==> config.mk <==
export PLATFORM = sky130hd
export DESIGN_NAME = lamp_monitor
export DESIGN_NICKNAME = d
export VERILOG_FILES = /design/src/rtl/traffic_pkg.sv /design/src/rtl/lamp_flasher.sv /design/src/rtl/lamp_monitor.sv
export SDC_FILE = /design/constraint.sdc
export NUM_CORES = 1
export LEC_CHECK = 0
export ABC_CLOCK_PERIOD_IN_PS = 2200
export CORE_MARGIN = 2
export CORE_UTILIZATION = 50
export DETAILED_ROUTE_END_ITERATION = 12
export GPL_TIMING_DRIVEN = 0
export PLACE_DENSITY = 0.75
export SLEW_MARGIN = 0
export SYNTH_ARGS = -nofsm -noshare
export SYNTH_HDL_FRONTEND = slang
export SYNTH_SLANG_ARGS = --single-unit
==> constraint.sdc <==
create_clock -name iClk -period 2.2 [get_ports iClk]
set_clock_uncertainty 0.05 [all_clocks]
set_input_delay 0.44 -clock iClk [delete_from_list [all_inputs] [get_ports iClk]]
set_output_delay 0.44 -clock iClk [all_outputs]
set_load 0.01 [all_outputs]
==> src/rtl/traffic_pkg.sv <==
// Shared lamp encodings, fault codes and monitor state type for the
// traffic-light safety stage.
package traffic_pkg;

  localparam logic [2:0] LAMP_RED = 3'b100;
  localparam logic [2:0] LAMP_YEL = 3'b010;
  localparam logic [2:0] LAMP_GRN = 3'b001;
  localparam logic [2:0] LAMP_OFF = 3'b000;

  typedef enum logic [1:0] {
    FLT_NONE     = 2'b00,
    FLT_ENC      = 2'b01,
    FLT_CONFLICT = 2'b10,
    FLT_STUCK    = 2'b11
  } fault_code_t;

  typedef enum logic [1:0] {
    STARTUP = 2'd0,
    NORMAL  = 2'd1,
    FLASH   = 2'd2,
    RECOVER = 2'd3
  } mon_state_t;

  function automatic logic code_valid(input logic [2:0] code);
    return (code == LAMP_GRN) || (code == LAMP_YEL) || (code == LAMP_RED);
  endfunction

endpackage

==> src/rtl/lamp_flasher.sv <==
// Failsafe flash phase generator: phase_on starts high on restart and
// toggles every FLASH_HALF cycles while run is asserted.
module lamp_flasher #(
  parameter int FLASH_HALF = 4
) (
  input  logic clk,
  input  logic rst,
  input  logic restart,
  input  logic run,
  output logic phase_on
);

  localparam int CW = (FLASH_HALF > 1) ? $clog2(FLASH_HALF) : 1;
  localparam logic [CW-1:0] CNT_LAST = CW'(FLASH_HALF - 1);

  logic [CW-1:0] cnt;

  always_ff @(posedge clk) begin
    if (rst || restart) begin
      cnt      <= '0;
      phase_on <= 1'b1;
    end else if (run) begin
      if (cnt == CNT_LAST) begin
        cnt      <= '0;
        phase_on <= ~phase_on;
      end else begin
        cnt <= cnt + 1'b1;
      end
    end
  end

endmodule

==> src/rtl/lamp_monitor.sv <==
// Lamp safety monitor: validates the main/cross light codes, debounces faults
// into a flashing-red failsafe. LAMP_MONITOR_STUCK_EN adds an unchanged-input watchdog.
module lamp_monitor
  import traffic_pkg::*;
#(
  parameter int FAULT_CYCLES   = 3,
  parameter int FLASH_HALF     = 4,
  parameter int RECOVER_CYCLES = 8
`ifdef LAMP_MONITOR_STUCK_EN
  , parameter int STUCK_CYCLES = 64
`endif
) (
  input  logic       iClk,
  input  logic       iRst,
  input  logic [2:0] iMainSt,
  input  logic [2:0] iCrossSt,
  input  logic       iClearFault,
  output logic [2:0] oMainLamp,
  output logic [2:0] oCrossLamp,
  output logic       oFault,
  output logic [1:0] oFaultCode
);

  localparam int BW = $clog2(FAULT_CYCLES + 1);
  localparam int RW = $clog2(RECOVER_CYCLES + 1);
  localparam logic [BW-1:0] BAD_LAST = BW'(FAULT_CYCLES - 1);
  localparam logic [RW-1:0] REC_LAST = RW'(RECOVER_CYCLES - 1);

  mon_state_t  state, state_next;
  logic [BW-1:0] bad_cnt;
  logic [RW-1:0] rec_cnt;
  logic [2:0]  main_q, cross_q;
  fault_code_t code_q, cause;
  logic        enc_bad, conflict, bad, stuck_hit, fault_trip;
  logic        phase_on, flash_restart;

  always_comb begin
    enc_bad  = !code_valid(iMainSt) || !code_valid(iCrossSt);
    conflict = !enc_bad && (iMainSt != LAMP_RED) && (iCrossSt != LAMP_RED);
    bad      = enc_bad || conflict;
    if (enc_bad)       cause = FLT_ENC;
    else if (conflict) cause = FLT_CONFLICT;
    else               cause = FLT_STUCK;
  end

`ifdef LAMP_MONITOR_STUCK_EN
  localparam int SW = $clog2(STUCK_CYCLES + 1);
  localparam logic [SW-1:0] STUCK_LAST = SW'(STUCK_CYCLES - 1);

  logic [5:0]    pair_q;
  logic [SW-1:0] stuck_cnt;
  logic          same_pair;

  assign same_pair = ({iMainSt, iCrossSt} == pair_q);

  always_ff @(posedge iClk) begin
    pair_q <= {iMainSt, iCrossSt};
    if (iRst || (state != NORMAL) || !same_pair) stuck_cnt <= '0;
    else                                          stuck_cnt <= stuck_cnt + 1'b1;
  end

  assign stuck_hit = (state == NORMAL) && same_pair && (stuck_cnt == STUCK_LAST);
`else
  assign stuck_hit = 1'b0;
`endif

  assign fault_trip = (bad && (bad_cnt == BAD_LAST)) || stuck_hit;

  always_ff @(posedge iClk) begin
    if (iRst) state <= STARTUP;
    else      state <= state_next;
  end

  always_comb begin
    state_next = state;
    unique case (state)
      STARTUP: if (rec_cnt == REC_LAST) state_next = NORMAL;
      NORMAL:  if (fault_trip) state_next = FLASH;
      FLASH:   if (iClearFault && !bad) state_next = RECOVER;
      RECOVER: begin
        if (bad)                       state_next = FLASH;
        else if (rec_cnt == REC_LAST)  state_next = NORMAL;
      end
      default: state_next = STARTUP;
    endcase
  end

  assign flash_restart = (state_next == FLASH) && (state != FLASH);

  // Lamp registers track inputs only in NORMAL; elsewhere they park on red so
  // the first NORMAL cycle (and any hold before a good code) shows red/red.
  always_ff @(posedge iClk) begin
    if (iRst) begin
      bad_cnt <= '0;
      rec_cnt <= '0;
      main_q  <= LAMP_RED;
      cross_q <= LAMP_RED;
      code_q  <= FLT_NONE;
    end else begin
      bad_cnt <= ((state == NORMAL) && bad) ? bad_cnt + 1'b1 : '0;

      if (((state == STARTUP) || ((state == RECOVER) && !bad)) && (rec_cnt != REC_LAST))
        rec_cnt <= rec_cnt + 1'b1;
      else
        rec_cnt <= '0;

      if (state == NORMAL) begin
        if (!bad) begin
          main_q  <= iMainSt;
          cross_q <= iCrossSt;
        end
      end else begin
        main_q  <= LAMP_RED;
        cross_q <= LAMP_RED;
      end

      if (flash_restart)                                   code_q <= cause;
      else if ((state == FLASH) && (state_next == RECOVER)) code_q <= FLT_NONE;
    end
  end

  lamp_flasher #(
    .FLASH_HALF(FLASH_HALF)
  ) u_flasher (
    .clk     (iClk),
    .rst     (iRst),
    .restart (flash_restart),
    .run     (state == FLASH),
    .phase_on(phase_on)
  );

  always_comb begin
    oFault     = (state == FLASH);
    oMainLamp  = main_q;
    oCrossLamp = cross_q;
    if (state == FLASH) begin
      oMainLamp  = phase_on ? LAMP_RED : LAMP_OFF;
      oCrossLamp = phase_on ? LAMP_RED : LAMP_OFF;
    end
  end

  assign oFaultCode = code_q;

endmodule

# Word level (Yosys, flattened, before mapping)
# Cells that the tools add are included.
# word_totals
regBits,19
output_inout_bits,9
wordCells,73
# classes
n_addsub,3
eq_ne,18
mux,13
n_bitwise,4
n_reduce_logical,27
# ops
op,count
2-bit two-way mux,8
"2-bit == test, second input constant",6
1-bit logical AND,9
3-bit two-way mux,3
1-bit logical OR,8
2-bit case mux with 4 select lines,1
"3-bit by 1-bit == test with 1-bit output, second input constant",2
"3-bit by 2-bit == test with 1-bit output, second input constant",2
"3-bit == test, second input constant",2
"3-bit inequality test, second input constant",2
2-bit OR reduction,3
"2-bit by 1-bit adder with 2-bit output, second input constant",2
"4-bit by 1-bit adder with 4-bit output, second input constant",1
"4-bit by 3-bit == test with 1-bit output, second input constant",1
1-bit logical NOT,4
"4-bit by 3-bit inequality test with 1-bit output, second input constant",1
1-bit NOT,4
"2-bit by 1-bit == test with 1-bit output, second input constant",1
2-bit logical NOT,1
"2-bit inequality test, second input constant",1
2-bit AND reduction,1
2-bit nonzero test,1
1-bit two-way mux,1

# Depth between registers and ports, before layout
# depth
depth_word,17
ltp_mapped,6
mapped_depth_nobuf,6

# Hierarchy
# From an unflattened synthesis, not the netlist that was laid out.
# hier_totals
hier_cells,131
hier_area_um2,1098.6
# by_module_without_submodules
mod,instances,cells_each,area_per_inst_um2,seq_area_each_um2
lamp_monitor,1,118,958.4,320.3
lamp_flasher,1,13,140.1,60.1

# Least setup slack after synthesis
# No wires, ideal clock.
# synth_path
kind,input to register
startpoint,input port iMainSt[0]
endpoint,register code_q[0] (netlist: oFaultCode[0])
setup_ns,0.121
arrival_time_ns,1.837
setup_slack_ns,0.192
stages,6
path_buffers,2
path_cell_list,buf_6 -> or4b_4 -> o32ai_4 -> or3_1 -> buf_6 -> mux2_4
# synth_via
elab_chain_len,16
elab_cells_between_ends,27
classes_between,eq/ne (6); mux (7); reduce/logical (14)
# synth_rtl
element,line,text
start: declaration,lamp_monitor.sv:15,"input logic [2:0] iMainSt,"
3-bit by 1-bit == test with 1-bit output / 3-bit by 2-bit == test with 1-bit output (equally long branches),traffic_pkg.sv:25,return (code == LAMP_GRN) || (code == LAMP_YEL) || (code == LAMP_RED);
1-bit logical OR (2 in a row),traffic_pkg.sv:25,
1-bit logical NOT,lamp_monitor.sv:38,enc_bad = !code_valid(iMainSt) || !code_valid(iCrossSt);
1-bit logical OR,lamp_monitor.sv:38,
1-bit logical NOT,lamp_monitor.sv:39,conflict = !enc_bad && (iMainSt != LAMP_RED) && (iCrossSt != LAMP_RED);
1-bit logical AND (2 in a row),lamp_monitor.sv:39,
1-bit logical OR,lamp_monitor.sv:40,bad = enc_bad || conflict;
1-bit logical NOT,--,
1-bit logical AND,lamp_monitor.sv:79,FLASH: if (iClearFault && !bad) state_next = RECOVER;
2-bit two-way mux,lamp_monitor.sv:79,
2-bit case mux with 4 select lines,lamp_monitor.sv:76,unique case (state)
2-bit == test (on tied branches),"lamp_monitor.sv:88, lamp_monitor.sv:118",
1-bit logical AND (on tied branches),"lamp_monitor.sv:88, lamp_monitor.sv:118",
2-bit two-way mux / 2-bit nonzero test (equally long branches),--,
end signal: assignment,lamp_monitor.sv:117,if (flash_restart) code_q <= cause;
end: declaration,lamp_monitor.sv:33,"fault_code_t code_q, cause;"
# Parallel ways exist; a longest one is shown, timed or not.
# A chain may end at the register's enable or synchronous reset.

# Final worst setup path
# layout_path
startpoint,input port iMainSt[1]
endpoint,register code_q[0] (netlist: oFaultCode[0])
# The elaborated chain is that of the path after synthesis.

==> run metrics <==
Reg power frac 0.523; worst hold-check path type reg -> reg; Slew headroom 0.673; WHS Path Cells 1; Max-Cap Viols 0; Final ANT Viol Nets 0; CTS tree yes; Logic pwr share 0.219; WP data arrival 2.35 ns; flops & latches, synth 19; unrepaired setup endpoints after global routing true; Async SR Flop Fraction 0; number of vias per cell ~5.6; Synth Area per Inst 9.11 um^2; minimum clock period 2.19 ns; Initial DRC Count 17; Syn Nets 139; M1 WL 978 um; number of synthesized flops with an enable pin 0; DRT Pass-1 Iters 4; total negative slack 0 ns; worst hold slack around 0.40 ns; Placed Area 1340 um^2; largest net degree at the start of global routing 12; Int Pwr between 0.0004 and 0.0005 W; Setup-failing EPs final 0; clk sink count 19; top-count cell post-synth dfxtp_1; Max Transition Viols Final 0; DP HPWL 1730 um; run status finished, final reports clean; Syn Std Cell Area about 1200 um^2; crit path launch type input pin; critical path class in -> reg; Post-synth top cells dfxtp_1, nand2_1, nor3_1; std cell rows 17; H-tree Lvls 1; Worst Path Max Fanout 6; Die Width 52.1 um; fmax 0.457 GHz; global route total overflow 0; Synth-to-Final Area Change 20.3%; Worst EP required ~2.4 ns; Starting Density 0.528; I/O pins 18; predominant post-synthesis flop cell dfxtp_1; worst skew pair latency 0.31 ns; DIE AREA ~2700 um^2; register area share after synthesis 0.329; pre-CTS WS -0.360 ns; register-to-register setup slack a little over 0.4 ns; reg2reg end u_flasher.phase_on; Net Sw Frac 0.294; first-pass GRT wire length approximately 3800 um; proportion of layout cells with a drive suffix above 1 0.190; routability cong. between 0.8 and 0.9; area leader, netlist dfxtp_1; GRT Util Overall 0.188; endpoint class of the critical path flip-flop; nets 160; CTS Buffer Depth 2; initial antenna violation count 0; Final WS setup 0.0125 ns; I/O Buffers 15; Least-Margin Pin Slew just under 0.5 ns; drt wl/cell ~13 um; Fillers 193; core footprint 2190 um^2; worst vdd ir between 300 and 400 uV; area share of the largest cell type after synthesis 0.329; Met3 Routed Length 85 um; Critical path origin iMainSt[1]; Worst-path clk slew 0.11 ns; P per Cell Area about 500 nW/um^2; leakage 0.528 nW; final worst path period share 0.994; top sig layer met4; Reg2Reg Depth 6; Netlist cell types 49; WL final around 2300 um; Min-Delay Endpoint bad_cnt[0]; sw power 0.000208 W; ANT cells 0; largest cells by area after synthesis dfxtp_1, mux2i_1, nor3_1, nand2_1, ha_1; Gate Count Post-Synth between 100 and 150; DR DRC count 0; Num CTS Buffers 3; design area 1390 um^2; Die Ht 52.1 um; wire length on met2 1130 um; Hold Startpoint bad_cnt[0]; final hold vios 0; clock power share 0.258; vias in the first global route 923; launch instance of the worst register-to-register path bad_cnt[0]; Yosys Warn Count 0; DR vias 983; root buf cell clkbuf_4
-- state kept, by name, summed over array words and instances, names as in the netlist --
name and count:
rec_cnt 4, cross_q 3, main_q 3, bad_cnt 2
oFaultCode 2, state 2, u_flasher.cnt 2, u_flasher.phase_on 1
-- layer usage --
layer | track usage | up-vias
met5 | 0 | -
met4 | 0.127 | 0
met3 | 0.0230 | 7
met2 | 0.323 | 26
met1 | 0.216 | 451
li1 | - | 499
-- area by class of cell --
class,instances,area [um^2],area share
Buffer,7,45.0,0.0323
Clock buffer,3,22.5,0.0162
Clock inverter,1,5.00,0.00359
Inverter,4,15.0,0.0108
Multi-Input combinational cell,96,726,0.521
Sequential cell,19,380,0.273
Tap cell,28,35.0,0.0252
Timing Repair Buffer,17,164,0.118
-- worst max-delay path, cell delays in order --
cell and delay, ns:
clkdlybuf4s50_1 0.53, or4b_4 0.59, o32ai_4 0.19, or3_1 0.18, buf_6 0.13, mux2_4 0.29
-- logic make-up after synthesis --
kind of cell / count (synthesis) / share of synthesized area
muxes: 7 / 0.0659
adders and majority gates: 3 / 0.0324
DFF: 19 / 0.329
xor gates and xnor gates: 7 / 0.0595
and+or+nand+nor: 56 / 0.294
buffers and inverters: 12 / 0.0551
AOI/OAI and AO/OA: 23 / 0.164
-- what timing repair did --
item / 4_1_cts / 5_1_grt
buffers inserted: 2 / 0
hold endpoints to repair: 0 / 0
gates resized for setup: 3 / 2
pin swaps: 1 / 1
endpoints found under the setup margin: 7 / 6
hold buffers: 0 / 0
-- worst max-delay path by stage --
stage | endpoint | slack, ns | cells past startpoint
6_report | oFaultCode[0] | 0.01 | 6
5_1_grt | oFaultCode[0] | -0.06 | 6
4_1_cts | oFaultCode[0] | 0.02 | 6
3_5_place_dp | oFaultCode[0] | -0.36 | 6
3_3_place_gp | oFaultCode[0] | -0.32 | 6
2_1_floorplan | oFaultCode[0] | 0.19 | 6
-- cells in the final DEF (no fill, tap or decap), types with 4 or more instances in the layout --
cell type,Yosys,layout
mux2i_1,5,5
and2_1,4,4
a21oi_1,6,6
nor3_1,9,9
dfxtp_1,19,19
xnor2_1,4,4
clkdlybuf4s50_1,0,14
nor2_1,8,8
nand2_1,12,12
-- power groups by stage --
stage                     Combinational, W  Sequential, W  Clock, W
after floorplan                   0.000101       0.000374         0
after global placement            0.000149       0.000375         0
after detailed placement          0.000153       0.000376         0
after CTS                         0.000153       0.000368  0.000190
after global routing              0.000171       0.000372  0.000197
final                             0.000155       0.000370  0.000182
-- stage by stage --
stage / power (W) / std cells / util
floorplan: 0.000475 / 127 / -
global placement: 0.000524 / 170 / 0.613
detailed placement: 0.000529 / 170 / 0.613
CTS: 0.000712 / 175 / 0.631
global route: 0.000740 / 175 / 0.636
finish: 0.000707 / 175 / 0.636
Note: power is estimated with default switching activity, not from simulation.
